`src/rtl/cdb_arbiter_pkg.sv`:
```
// cdb_arbiter_pkg: shared bus widths, result payload type and constants for the CDB arbiter
package cdb_arbiter_pkg;

    localparam int NICK_W  = 5;
    localparam int DATA_W  = 32;
    localparam int ADDR_W  = 32;
    localparam int ROB_NUM = 32;

    localparam logic NOT_JUMP = 1'b0;
    localparam logic SRC_EX   = 1'b0;
    localparam logic SRC_SLB  = 1'b1;

    typedef struct packed {
        logic [NICK_W-1:0] nick;
        logic [DATA_W-1:0] dt;
        logic              ac;
        logic [ADDR_W-1:0] j_pc;
    } cdb_res_t;

    localparam cdb_res_t RES_RST = '{nick: '0, dt: '0, ac: NOT_JUMP, j_pc: '0};

    // Tag 0 is reserved and never names a real ROB entry.
    function automatic logic nick_valid(input logic [NICK_W-1:0] n);
        return n != '0;
    endfunction

endpackage

```
`src/rtl/cdb_fifo.sv`:
```
// cdb_fifo: small per-source result FIFO with registered count, flush and freeze
module cdb_fifo #(
    parameter int W     = 8,
    parameter int DEPTH = 4,
    parameter int PTR_W = 2
) (
    input  logic             clk,
    input  logic             rst,
    input  logic             rdy_i,
    input  logic             clr_i,
    input  logic             push_i,
    input  logic             pop_i,
    input  logic [W-1:0]     din_i,
    output logic [W-1:0]     head_o,
    output logic [PTR_W:0]   count_o,
    output logic             full_o
);

    logic [W-1:0]     mem_q [DEPTH];
    logic [PTR_W-1:0] wp_q, wp_d, rp_q, rp_d;
    logic [PTR_W:0]   cnt_q, cnt_d;

    assign head_o  = mem_q[rp_q];
    assign count_o = cnt_q;
    assign full_o  = cnt_q == (PTR_W+1)'(DEPTH);

    // Next pointers and count; flush wins, and a push with a pop leaves the count unchanged.
    always_comb begin
        wp_d  = clr_i ? '0 : wp_q + PTR_W'(push_i);
        rp_d  = clr_i ? '0 : rp_q + PTR_W'(pop_i);
        cnt_d = clr_i ? '0 : cnt_q + (PTR_W+1)'(push_i) - (PTR_W+1)'(pop_i);
    end

    // Pointer and count registers, frozen while rdy is low.
    always_ff @(posedge clk) begin
        if (!rst) begin
            wp_q  <= '0;
            rp_q  <= '0;
            cnt_q <= '0;
        end else if (rdy_i) begin
            wp_q  <= wp_d;
            rp_q  <= rp_d;
            cnt_q <= cnt_d;
        end
    end

    // Payload storage; contents need no reset because the count guards every read.
    always_ff @(posedge clk) begin
        if (rst && rdy_i && !clr_i && push_i)
            mem_q[wp_q] <= din_i;
    end

endmodule

```
`src/rtl/cdb_arbiter.sv`:
```
// cdb_arbiter: round-robin sharing of the CDB between EX and SLB result FIFOs (optional same-cycle bypass: CDB_BYPASS_EN)
module cdb_arbiter
    import cdb_arbiter_pkg::*;
#(
    parameter int DEPTH = 4,
    parameter int PTR_W = 2
) (
    input  logic              clk,
    input  logic              rst,
    input  logic              rdy,
    input  logic              iROB_clr,
    input  logic              iEX_en,
    input  logic [NICK_W-1:0] iEX_nick,
    input  logic [DATA_W-1:0] iEX_dt,
    input  logic              iEX_ac,
    input  logic [ADDR_W-1:0] iEX_j_pc,
    output logic              oEX_full,
    input  logic              iSLB_en,
    input  logic [NICK_W-1:0] iSLB_nick,
    input  logic [DATA_W-1:0] iSLB_dt,
    output logic              oSLB_full,
    output logic              oCDB_en,
    output logic              oCDB_src,
    output logic [NICK_W-1:0] oCDB_nick,
    output logic [DATA_W-1:0] oCDB_dt,
    output logic              oCDB_ac,
    output logic [ADDR_W-1:0] oCDB_j_pc
);

    cdb_res_t       ex_live, slb_live, ex_head, slb_head, sel, out_q, out_d;
    logic [PTR_W:0] ex_cnt, slb_cnt;
    logic           ex_full, slb_full, ex_req, slb_req, ex_empty, slb_empty;
    logic           ex_byp, slb_byp, ex_elig, slb_elig, gnt_ex, gnt_slb, gnt_any, upd;
    logic           ex_push, slb_push, ex_pop, slb_pop;
    logic           en_q, en_d, src_q, src_d, last_q, last_d;

    assign ex_live  = '{nick: iEX_nick, dt: iEX_dt, ac: iEX_ac, j_pc: iEX_j_pc};
    assign slb_live = '{nick: iSLB_nick, dt: iSLB_dt, ac: NOT_JUMP, j_pc: '0};
    assign ex_req   = iEX_en && nick_valid(iEX_nick);
    assign slb_req  = iSLB_en && nick_valid(iSLB_nick);
    assign ex_empty  = ex_cnt == '0;
    assign slb_empty = slb_cnt == '0;

`ifdef CDB_BYPASS_EN
    assign ex_byp  = ex_empty && ex_req;
    assign slb_byp = slb_empty && slb_req;
`else
    assign ex_byp  = 1'b0;
    assign slb_byp = 1'b0;
`endif

    // Grant from registered counts (plus live bypass requests); ties go opposite to last_grant.
    always_comb begin
        ex_elig  = !ex_empty || ex_byp;
        slb_elig = !slb_empty || slb_byp;
        gnt_slb  = slb_elig && (!ex_elig || last_q == SRC_EX);
        gnt_ex   = ex_elig && !gnt_slb;
        gnt_any  = gnt_ex || gnt_slb;
        sel      = gnt_slb ? (slb_empty ? slb_live : slb_head) : (ex_empty ? ex_live : ex_head);
        ex_pop   = gnt_ex && !ex_empty;
        slb_pop  = gnt_slb && !slb_empty;
        ex_push  = ex_req && !ex_full && !iROB_clr && !(gnt_ex && ex_empty);
        slb_push = slb_req && !slb_full && !iROB_clr && !(gnt_slb && slb_empty);
    end

    cdb_fifo #(.W($bits(cdb_res_t)), .DEPTH(DEPTH), .PTR_W(PTR_W)) u_ex_fifo (
        .clk    (clk),
        .rst    (rst),
        .rdy_i  (rdy),
        .clr_i  (iROB_clr),
        .push_i (ex_push),
        .pop_i  (ex_pop),
        .din_i  (ex_live),
        .head_o (ex_head),
        .count_o(ex_cnt),
        .full_o (ex_full)
    );

    cdb_fifo #(.W($bits(cdb_res_t)), .DEPTH(DEPTH), .PTR_W(PTR_W)) u_slb_fifo (
        .clk    (clk),
        .rst    (rst),
        .rdy_i  (rdy),
        .clr_i  (iROB_clr),
        .push_i (slb_push),
        .pop_i  (slb_pop),
        .din_i  (slb_live),
        .head_o (slb_head),
        .count_o(slb_cnt),
        .full_o (slb_full)
    );

    // Broadcast register next state; payload fields hold when nothing is granted or on flush.
    always_comb begin
        upd    = rdy && !iROB_clr && gnt_any;
        en_d   = rdy ? upd : en_q;
        src_d  = upd ? gnt_slb : src_q;
        out_d  = upd ? sel : out_q;
        last_d = upd ? gnt_slb : last_q;
    end

    // Broadcast and round-robin state; last_grant resets to SLB so EX wins the first tie.
    always_ff @(posedge clk) begin
        if (!rst) begin
            en_q   <= 1'b0;
            src_q  <= SRC_EX;
            out_q  <= RES_RST;
            last_q <= SRC_SLB;
        end else begin
            en_q   <= en_d;
            src_q  <= src_d;
            out_q  <= out_d;
            last_q <= last_d;
        end
    end

    assign oCDB_en   = en_q;
    assign oCDB_src  = src_q;
    assign oCDB_nick = out_q.nick;
    assign oCDB_dt   = out_q.dt;
    assign oCDB_ac   = out_q.ac;
    assign oCDB_j_pc = out_q.j_pc;
    assign oEX_full  = ex_full;
    assign oSLB_full = slb_full;

endmodule

```
`config.mk`:
```
export PLATFORM = sky130hd
export DESIGN_NAME = cdb_arbiter
export DESIGN_NICKNAME = d
export VERILOG_FILES = /design/src/rtl/cdb_arbiter_pkg.sv /design/src/rtl/cdb_fifo.sv /design/src/rtl/cdb_arbiter.sv
export SDC_FILE = /design/constraint.sdc
export NUM_CORES = 1
export LEC_CHECK = 0
export BUFFER_PORTS_ARGS = -buffer_cell sky130_fd_sc_hd__buf_2
export CAP_MARGIN = 20
export CORE_MARGIN = 4
export CORE_UTILIZATION = 40
export DETAILED_ROUTE_END_ITERATION = 8
export PLACE_DENSITY_LB_ADDON = 0.1
export SKIP_CTS_REPAIR_TIMING = 1
export SLEW_MARGIN = 20
export SYNTH_ARGS = -nofsm -noshare
export SYNTH_HDL_FRONTEND = slang
export SYNTH_SLANG_ARGS = --single-unit
```
`constraint.sdc`:
```
create_clock -name clk -period 27 [get_ports clk]
set_input_delay 5.4 -clock clk [delete_from_list [all_inputs] [get_ports clk]]
set_output_delay 5.4 -clock clk [all_outputs]
set_load 0.05 [all_outputs]
```
---- Word level (Yosys, flattened, before mapping) ----
Memory sizes are Yosys's and may differ from the RTL's. A register that Yosys moved wholly into a read port is not among the register bits.
Index checks and enable logic that the tools add are counted.
word-level totals
  bits in writable memories ............... 428
  register bits after elaboration ......... 87
  logic and storage cells ................. 77
  memories kept ........................... 2
  output and inout bits ................... 74
operators by class
  equality and inequality tests ........... 2
  mux-type cells .......................... 17
  reduce and logical (&&, ||, !) cells .... 34
  bitwise gates (word level) .............. 1
  add/subtract/negate cells ............... 8
memories
  memory            depth  width  rd ports  clocked after memory_dff  write ports  RTL line        source
  u_ex_fifo.mem_q   4      70     1         1                         1            cdb_fifo.sv:19  logic [W-1:0] mem_q [DEPTH];
  u_slb_fifo.mem_q  4      37     1         1                         1            cdb_fifo.sv:19
operators with widths
  operator              number
  $mux W70              3
  $logic_and A1 B1 Y1   20
  $mux W2               8
  $reduce_bool A5 Y1    2
  $add A2 B1 Y2         4
  $logic_not A1 Y1      8
  $add A3 B1 Y3         2
  $eq A3 B3 Y1 const B  2
  $logic_not A3 Y1      2
  $mux W3               2
  $sub A3 B1 Y3         2
  $mux W1               4
  $logic_or A1 B1 Y1    2
  $not A1 Y1            1

---- Depth between registers and ports, before layout ----
Gate-level depths: netlist of the first run.
  word-level depth ........................ 11
  depth in mapped cells ................... 14
  depth with buffers taken out ............ 12

---- Modules after synthesis ----
From an unflattened synthesis of the first run, not the netlist that was laid out.
second synthesis, totals
  cells, all modules ...................... 1281
  area, all modules ....................... 25381.8 um2
by module, submodules not included
  module                 sequential area each (um2)  cells an instance  times used  area each (um2)
  cdb_fifo (u_slb_fifo)  8588.2                      419                1           10654.0
  cdb_fifo (u_ex_fifo)   8588.2                      416                1           10639.0
  cdb_arbiter            1461.4                      446                1           4088.9

---- Worst setup path after synthesis of the first run ----
No wires, ideal clock.
  kind .................................... input -> register
  start point ............................. input port rdy
  end point ............................... memory u_ex_fifo.mem_q[0][0] in the netlist's numbering (enable)
  stages .................................. 5
  arrival ................................. 12.581 ns
  slack ................................... 13.748 ns
  required time ........................... 26.329 ns
  buffers on the path ..................... 2
  path through ............................ buf_4 nor2b_1 buf_2 nand2_2 nor4_1
between the ends
  cells in the longest elaborated chain, start to end .. 5
ends and longest elaborated chain
  what                               RTL line           source
  from (decl)                        cdb_arbiter.sv:10  input logic rdy,
  $logic_and A1 B1 Y1 (3 in series)  cdb_fifo.sv:49     if (rst && rdy_i && !clr_i && push_i)
  $mux W1                            cdb_fifo.sv:49
  $mux W1 (implied by the code)      cdb_fifo.sv:50     mem_q[wp_q] <= din_i;
  to (decl)                          cdb_fifo.sv:19
No other way between the ends.

---- Final worst setup path of the first run ----
  start point ............................. input port rdy
  end point ............................... memory u_ex_fifo.mem_q[2][43] in the netlist's numbering (enable)
Same word-level chain as after synthesis.

==> results.md, run 1 <==
* Final non-filler cell total at approximately 1.8k
* Seq cells post-synth at 519
* Crit Path Max Fanout at 51
* Measured slew at the worst slew-check pin at 1.048 ns
* Critical Path Slowest Stage Cell: nor2b_4
* Synth Area per Inst at 20.44 um2
* Leakage Power at 7.548 nW
* DR iter-0 viols at 646
* Status: finished clean
* Clock buffer depth at 3
* Maxcap violations at 0
* Max VDD drop at 44.14 uV
* Min cycle time layout at 8.548 ns
* Fin crit share at 0.3166
* Post-synth EDFFs at 428
* Crit path DAT at 8.77 ns
* Setup Crit Path Kind: input port to flip-flop
* Crit path largest cell delay at 0.92 ns
* Largest net degree at the start of global routing at 54
* Root Driver: clkbuf_16
* Ports at approximately 190
* Area of the multi-input gates at between 4000 and 5000 um2
* Full die area at around 50000 um2
* Fillers at 4018
* Vias in the first global route at a little over 10k
* Worst-case reg-to-reg path depth at 12
* Buf/Inv on CP at 2
* DRT Wirelength at roughly 44 mm
* Worst-skew pair later-pin latency at 0.60 ns
* Reg clk slew, reported paths at 0.06 ns
* Ys flop type: edfxtp_1
* Worst min path class: flip-flop to flip-flop
* Crit path launch type: input port
* Top cell type by total area after synthesis: edfxtp_1
* DRT Pass-1 Iters at 4
* # DRC at 0
* Util after Layout at 0.4806
* CTS H-Tree Depth at 2
* Max-slew violations at 0
* Post-synth ARST share at 0
* Die X at 226.2 um
* Nets at 1266
* Core area at approximately 47000 um2
* Share of cells above drive strength 1 at 0.3586
* Worst slew margin at 0.2999
* Initial antenna violation count at 10
* Post-synth cell types at 44
* Setup TNS at 0 ns
* Critical path origin: rdy
* Routed Antenna Nets at 0
* Critical Path RT at 27.22 ns
* Final Hold Fails at 0
* Initial Utilization at 0.4066
* # rows at roughly 80
* GRT Util Overall at 0.1737
* # clock sinks at 519
* Clock skew at about 0.024 ns
* Inserted Clock Buffers at 55
* Post-synth top area share at 0.6747
* Critical Path Sink Type: flip-flop
* Synth top cells by count: edfxtp_1 (428), mux4_2 (107), dfxtp_1 (91)
* CP top delay family: simple AND/OR/NAND/NOR gates
* Synth Cell Area at about 19000 um2
* Reg area at roughly 15000 um2
* Port bufs at around 190
* CP Depth at 6
* Placed cell count at ~1.7k
* RSZ-0062 raised after global routing: false
* Hold path depth at 2
* Crit-path cells: buf_2, nor2b_4, nand2_2, nor2_1, and3_4, buf_4
* Post-Syn Nets at 1055
* Final setup vio count at 0
* CTS tree: yes
* Die height at 226.2 um
* Sequential share of the synthesized area at 0.7704
* Routed wire length per instance at 24.59 um
* GP Congestion at 0.7306
* Peak Freq at 117.0 MHz
* Min-delay src: oCDB_src
* Syn-to-layout area delta at 18.21%
* Via count at roughly 9.5k
* Reg2reg start: u_slb_fifo.count_o[2]
* Hpwl dp at 26.31 mm
* Synth Warn # at 0
* Most common cell in the netlist: edfxtp_1
* Vias per cell at 5.281
* Post-Syn Instances at 932
* First-pass GRT wire length at between 60 and 70 mm
* Synth area leaders: edfxtp_1 (67%), mux4_2 (13%), dfxtp_1 (9.6%)
* Grt total ovfl at 0
* Power Dens Cells at about 77 nW/um2
worst min-delay path: stages (launching register included):
cell and delay [ns]:
dfxtp_1 0.30, nand2b_1 0.06, a21boi_1 0.06
layer usage:
layer / vias up / GRT usage / wire [um]
met2: 210 / 0.2898 / 21870
met5: - / 0 / 97
met1: 4936 / 0.2311 / 19000
li1: 4251 / - / -
met4: 16 / 0.05047 / 936
met3: 72 / 0.03913 / 2261
logic make-up after synthesis:
family	Yosys count	synth area share
DFF	519	0.7704
AOI/OAI and AO/OA	161	0.05734
muxes	108	0.1270
adders and majority gates	10	0.007357
xor gates and xnor gates	2	0.0009198
and+or+nand+nor	60	0.01728
buffers and inverters	72	0.01971
through the flow:
| stage | hold slack [ns] | cell area [um2] | total power (W) | worst slack, ns |
|---|---|---|---|---|
| 2_1_floorplan | 0.4737 | 19050 | 0.0009652 | 13.75 |
| 3_3_place_gp | 0.4561 | 20710 | 0.001001 | 17.86 |
| 3_5_place_dp | 0.4579 | 20710 | 0.001002 | 17.78 |
| 4_1_cts | 0.4688 | 22520 | 0.001756 | 18.41 |
| 5_1_grt | 0.4879 | 22520 | 0.001798 | 18.22 |
| 6_report | 0.4679 | 22520 | 0.001734 | 18.45 |
worst paths after layout:
path                       endpoint  slack [ns]
max          u_ex_fifo.mem_q[2][43]       18.45
min                        oCDB_src        0.47
max reg2reg    u_ex_fifo.count_o[2]       24.13
min reg2reg                oCDB_src        0.47
where the power goes:
part           internal (W)  switching, W  leakage [nW]
sequential         0.000875    0.00000887          4.59
combinational     0.0000332     0.0000668          2.09
clock              0.000449      0.000302         0.865
flip-flops by register name, summed over array words and instances, names as in the netlist, named ones only:
name,count
last_q,1
oCDB_ac,1
oCDB_dt,32
oCDB_en,1
oCDB_j_pc,32
oCDB_nick,5
oCDB_src,1
u_ex_fifo.count_o,3
u_ex_fifo.mem_q,280
u_ex_fifo.rp_q,2
u_ex_fifo.wp_q,2
u_slb_fifo.count_o,3
u_slb_fifo.mem_q,148
u_slb_fifo.rp_q,2
u_slb_fifo.wp_q,2
cells in the final DEF (no fill, tap or decap), types with 6 or more instances in the layout:
cell type | netlist | layout
o21ai_0 | 41 | 41
bufinv_16 | 0 | 7
clkbuf_1 | 23 | 12
inv_1 | 15 | 15
a21oi_1 | 29 | 28
ha_1 | 8 | 8
clkinv_1 | 0 | 10
mux4_2 | 107 | 107
and2_1 | 10 | 10
buf_4 | 4 | 24
nand2_1 | 18 | 18
buf_2 | 21 | 186
a22oi_2 | 8 | 8
dfxtp_1 | 91 | 87
clkinvlp_4 | 0 | 6
a22o_1 | 33 | 33
o2bb2ai_1 | 10 | 10
clkbuf_16 | 0 | 55
o22ai_1 | 30 | 30
clkinv_2 | 0 | 7
edfxtp_1 | 428 | 428
nor4_2 | 0 | 6
layout make-up:
type | instances | area share
inverter | 16 | 0.002889
clock inverter | 32 | 0.01534
sequential | 519 | 0.6522
multi-input combinational | 341 | 0.1814
clock buffer | 70 | 0.06496
tap | 607 | 0.03373
antenna | 1 | 0.0001111
timing repair buffer | 210 | 0.04934
Note: power is estimated with default switching activity, not from simulation.
==> run 2, diff against run 1 <==
Clock period 27 ns to 7.75 ns, I/O delays scaled along.
==> run 2 against run 1 <==
Critical path depth unchanged; final cell count shrank 0.17%; register-to-register slack worse by 20 ns; clock skew is 0.014 ns lower; routed wire length decreased by 0.29%; sequential power increased to 3.5 times the previous value; combinational power grew to 3.6 times the previous value; largest power group unchanged.
==> results.md, run 2 (synthesized netlist as in run 1, its figures left out) <==
* Status: finished clean
* Final Hold Fails at 0
* Die X at 226.2 um
* Reg2Reg Capture Point: u_ex_fifo.count_o[2]
* CTS tree: yes
* Initial antenna violation count at 14
* Syn-to-layout area delta at 17.66%
* Reg with most FFs: u_ex_fifo.mem_q
* Crit path launch type: input port
* Min-delay src: oCDB_dt[4]
* Initial Utilization at 0.4066
* DRT Wirelength at 44.04 mm
* Root Driver: clkbuf_16
* Hpwl dp at 26.02 mm
* Core area at 46850 um2
* Worst-skew pair later-pin latency at 0.58 ns
* Commonest non-fill, non-tap cell in the layout: edfxtp_1
* Max-slew violations at 0
* Worst slew margin at 0.3295
* Worst min path class: flip-flop to flip-flop
* Critical Path Sink Type: flip-flop
* Leakage Power at 7.498 nW
* RSZ-0062 raised after global routing: false
* Placed cell area at 20680 um2
* Maxcap violations at 0
* Reg area at 14690 um2
* Share of cells above drive strength 1 at 0.3525
* Peak Freq at 215.2 MHz
* Vias in the first global route at roughly 10k
* Fin crit share at 0.5995
* Min cycle time layout at 4.646 ns
* Port bufs at ~190
* Area of the multi-input gates at 4085 um2
* Power Dens Cells at 263.2 nW/um2
* Max reg flops at 280
* Routed wire length per instance at 24.56 um
* DR iter-0 viols at 563
* Top flop regs: u_ex_fifo.mem_q: 280 flops, u_slb_fifo.mem_q: 148 flops
* Hold Worst Slack at 0.4643 ns
* GRT Util Overall at 0.1740
* Commonest non-fill, non-tap cells in the layout: edfxtp_1 (428), buf_2 (186), mux4_2 (107), dfxtp_1 (87), clkbuf_16 (55)
* Vias per cell at 5.273
* Inserted Clock Buffers at between 50 and 60
* Worst setup slack after layout at 3.104 ns
* Die height at 226.2 um
* GP Congestion at 0.7195
* Worst-case reg-to-reg path depth at 12
* Critical Path RT at roughly 8.0 ns
* Full die area at 51180 um2
* Measured slew at the worst slew-check pin at 1.004 ns
* First-pass GRT wire length at 65.81 mm
* Ports at ~190
* Max VDD drop at 164.2 uV
* Via count at 9455
* Final setup vio count at 0
* Clock buffer depth at 3
* Largest net degree at the start of global routing at 59
* Fillers at 4011
* DRT Pass-1 Iters at 4
* Setup Crit Path Kind: input port to flip-flop
* # rows at 79
* # clock sinks at 519
* Worst R2R Setup Slack at 4.59 ns
* Reg2reg start: u_slb_fifo.count_o[1]
* Crit Path Max Fanout at 52
* Hold path depth at 1
* Clock skew at about 0.01 ns
* Nets at approximately 1.3k
* Grt total ovfl at 0
* Crit path DAT at 4.85 ns
* Worst Hold Endpoint: oCDB_dt[4]
* # DRC at 0
* Fin area at between 20000 and 25000 um2
* Routed Antenna Nets at 0
* Setup TNS at 0 ns
* Place WS at approximately 2.5 ns
* Reg clk slew, reported paths at roughly 0.060 ns
* Tot Pwr at 0.005900 W
* CTS H-Tree Depth at 2
-- run 2: worst max-delay path, stage by stage --
cell and delay, ns:
buf_2 0.31, nor2b_4 0.90, nand2_2 0.55, nor2_1 0.28, and3_4 0.44, buf_4 0.77
-- run 2: per-stage QoR --
step / instances / utilization
final: 1793 / 0.4783
after global routing: 1792 / 0.4783
after CTS: 1789 / 0.4776
after detailed placement: 1689 / 0.4413
after global placement: 1689 / 0.4413
after floorplan: 932 / -
-- run 2: how the worst max path moves through the flow --
stage,startpoint,end
2_1_floorplan,rdy,u_ex_fifo.mem_q[0][0]
3_3_place_gp,rdy,u_ex_fifo.mem_q[3][18]
3_5_place_dp,rdy,u_ex_fifo.mem_q[3][18]
4_1_cts,rdy,u_ex_fifo.mem_q[3][28]
5_1_grt,rdy,u_ex_fifo.mem_q[3][28]
6_report,rdy,u_ex_fifo.mem_q[3][19]
-- run 2: report_power, final --
group / total, W / internal, W / switching [W] / leakage, nW
registers: 0.00308 / 0.00305 / 0.0000307 / 4.59
clock network: 0.00247 / 0.00145 / 0.00102 / 0.823
logic: 0.000356 / 0.000119 / 0.000236 / 2.09
-- run 2: per-layer routing --
| layer | track usage | routed length, um |
|---|---|---|
| met1 | 0.2369 | 19220 |
| met2 | 0.2854 | 21570 |
| met3 | 0.04420 | 2368 |
| met4 | 0.04065 | 744 |
| met5 | 0 | 138 |
-- run 2: layout make-up --
| class | count | share of cell area |
|---|---|---|
| antenna | 3 | 0.0003350 |
| clock buffer | 77 | 0.06733 |
| clock inverter | 23 | 0.008486 |
| inverter | 16 | 0.002903 |
| multi-input combinational | 341 | 0.1823 |
| sequential | 519 | 0.6553 |
| tap | 607 | 0.03389 |
| timing repair buffer | 207 | 0.04946 |
==> run 3, diff against run 2 <==
Clock period 7.75 ns to 3.8 ns, I/O delays scaled along.
==> run 3 against run 2 <==
Clock-buffer cell count shrank 3; die area unchanged; clock power rose by 100%; first-iteration DRC count increased by 4.6%; largest power group unchanged; via count rose by 0.12%; sequential share of layout area down 0.53 points; final cell count is 0.39% higher; critical path depth grew 6; largest cell class unchanged; worst hold slack got worse by 0.091 ns; cell area increased by 0.82%; core utilization rose by 0.39 points; sequential power grew 100%.
==> results.md, run 3 (synthesized netlist as in run 1, its figures left out) <==
* Max VDD drop at 399.3 uV
* Crit Path Max Fanout at 13
* First-pass GRT wire length at approximately 65 mm
* Leakage Power at 7.555 nW
* Buf/Inv on CP at 3
* Die X at roughly 230 um
* Commonest non-fill, non-tap cells in the layout: edfxtp_1 (428), buf_2 (186), mux4_2 (107), dfxtp_1 (87), clkbuf_16 (54)
* Fin crit share at 0.6958
* Hpwl dp at 25.37 mm
* Root Driver: clkbuf_16
* Inserted Clock Buffers at between 50 and 60
* Power Dens Cells at 531.6 nW/um2
* Peak Freq at 378.2 MHz
* Critical Path Sink Type: flip-flop
* Util after Layout at 0.4823
* Setup Crit Path Kind: flip-flop to flip-flop
* # DRC at 0
* Max-slew violations at 0
* Setup TNS at 0 ns
* Tot Pwr at roughly 0.012 W
* Placed cell count at 1696
* CTS H-Tree Depth at 2
* Crit path largest cell delay at approximately 0.4 ns
* CP Depth at 12
* Die height at about 230 um
* Worst-skew pair later-pin latency at 0.60 ns
* Reg clk slew, reported paths at about 0.060 ns
* Top flop regs: u_ex_fifo.mem_q: 280 flops, u_slb_fifo.mem_q: 148 flops
* Worst setup path end: u_slb_fifo.count_o[2]
* Maxcap violations at 0
* Port bufs at 186
* Crit path launch type: flip-flop
* Critical path origin: u_slb_fifo.count_o[2]
* Via count at 9466
* Initial antenna violation count at 8
* # clock sinks at 519
* Reg2Reg Capture Point: u_slb_fifo.count_o[2]
* Routed wire length per instance at 24.26 um
* CP top delay family: adder cells
* Clock buffer depth at 3
* Share of cells above drive strength 1 at 0.3610
* Max reg flops at 280
* DR iter-0 viols at 589
* Final Hold Fails at 0
* DRT Wirelength at 43.67 mm
* Initial Utilization at 0.4066
* Critical Path RT at ~4.3 ns
* Reg with most FFs: u_ex_fifo.mem_q
* Clock skew at 0.01582 ns
* Min cycle time layout at 2.644 ns
* Worst-case reg-to-reg path depth at 12
* GP Congestion at 0.7014
* GRT Util Overall at 0.1718
* Worst slew margin at 0.3879
* Crit path DAT at between 3 and 4 ns
* Nets at 1268
* Hold Worst Slack at 0.3728 ns
* Crit-path cells: nor3_2, a21o_1, clkinv_4, ha_1, inv_1, ha_1, inv_1, fa_1, xor2_1, o21ai_0, nand2_1, a21boi_0
* Final setup vio count at 0
* RSZ-0062 raised after global routing: false
* Reg2reg start: u_slb_fifo.count_o[2]
* Worst R2R Setup Slack at 1.16 ns
* Syn-to-layout area delta at 18.62%
* Commonest non-fill, non-tap cell in the layout: edfxtp_1
* Full die area at 51180 um2
* Status: finished clean
* Critical Path Slowest Stage Cell: nor3_2
* Routed Antenna Nets at 0
* Fillers at 3966
* Vias in the first global route at ~10k
* Measured slew at the worst slew-check pin at a little over 0.9 ns
* Worst min path class: input port to flip-flop
* DRT Pass-1 Iters at 5
* Largest net degree at the start of global routing at 71
* Final non-filler cell total at 1800
* Vias per cell at 5.259
* Grt total ovfl at 0
* Core area at 46850 um2
* Ports at 187
* # rows at 79
* CTS tree: yes
==> run 3: cell count changes in the layout (fill, tap and decap cells not counted), moves of 2 or more <==
cell and delta:
buf_12 +8, clkbuf_1 -2, clkinv_1 -3, clkinv_2 +4
clkinvlp_4 +2, nor4_2 -6, nor4_4 +6
==> run 3: worst min-delay path by stage <==
stage                        endpoint                  start  cells past startpoint
5_1_grt        u_ex_fifo.mem_q[0][64]             iEX_dt[31]                      1
3_5_place_dp               oCDB_dt[1]             oCDB_dt[1]                      1
2_1_floorplan   u_slb_fifo.count_o[2]  u_slb_fifo.count_o[2]                      2
3_3_place_gp              oCDB_dt[28]            oCDB_dt[28]                      1
4_1_cts         u_ex_fifo.mem_q[0][1]            iEX_j_pc[1]                      1
6_report        u_ex_fifo.mem_q[0][1]            iEX_j_pc[1]                      1
==> run 3: metrics by stage <==
step	area, um2	setup slack (ns)
finish	22600	1.156
global route	22590	0.9087
CTS	22590	1.149
detailed placement	20900	0.8849
global placement	20900	0.9053
floorplan	19130	-0.2243
==> run 3: final cells by class <==
class | instances | area, um2 | share of cell area
Inverter | 16 | 65.06 | 0.002879
Multi-Input combinational cell | 341 | 4151 | 0.1837
Timing Repair Buffer | 213 | 1234 | 0.05460
Sequential cell | 519 | 14690 | 0.6500
Antenna cell | 2 | 5.005 | 0.0002215
Clock inverter | 28 | 217.7 | 0.009635
Clock buffer | 74 | 1476 | 0.06534
Tap cell | 607 | 759.5 | 0.03361
==> run 3: report_power, final <==
group	leakage, nW	switching, W	internal [W]
Clock	0.821	0.00215	0.00286
Sequential	4.59	0.0000550	0.00621
Combinational	2.15	0.000488	0.000245
Total	7.55	0.00269	0.00932
==> run 3: layer usage <==
layer	up-vias	share of wire	track usage
met5	-	0.0016	0
met4	12	0.017	0.04281
met3	63	0.053	0.03848
met2	206	0.49	0.2832
met1	4907	0.44	0.2349
li1	4278	-	-
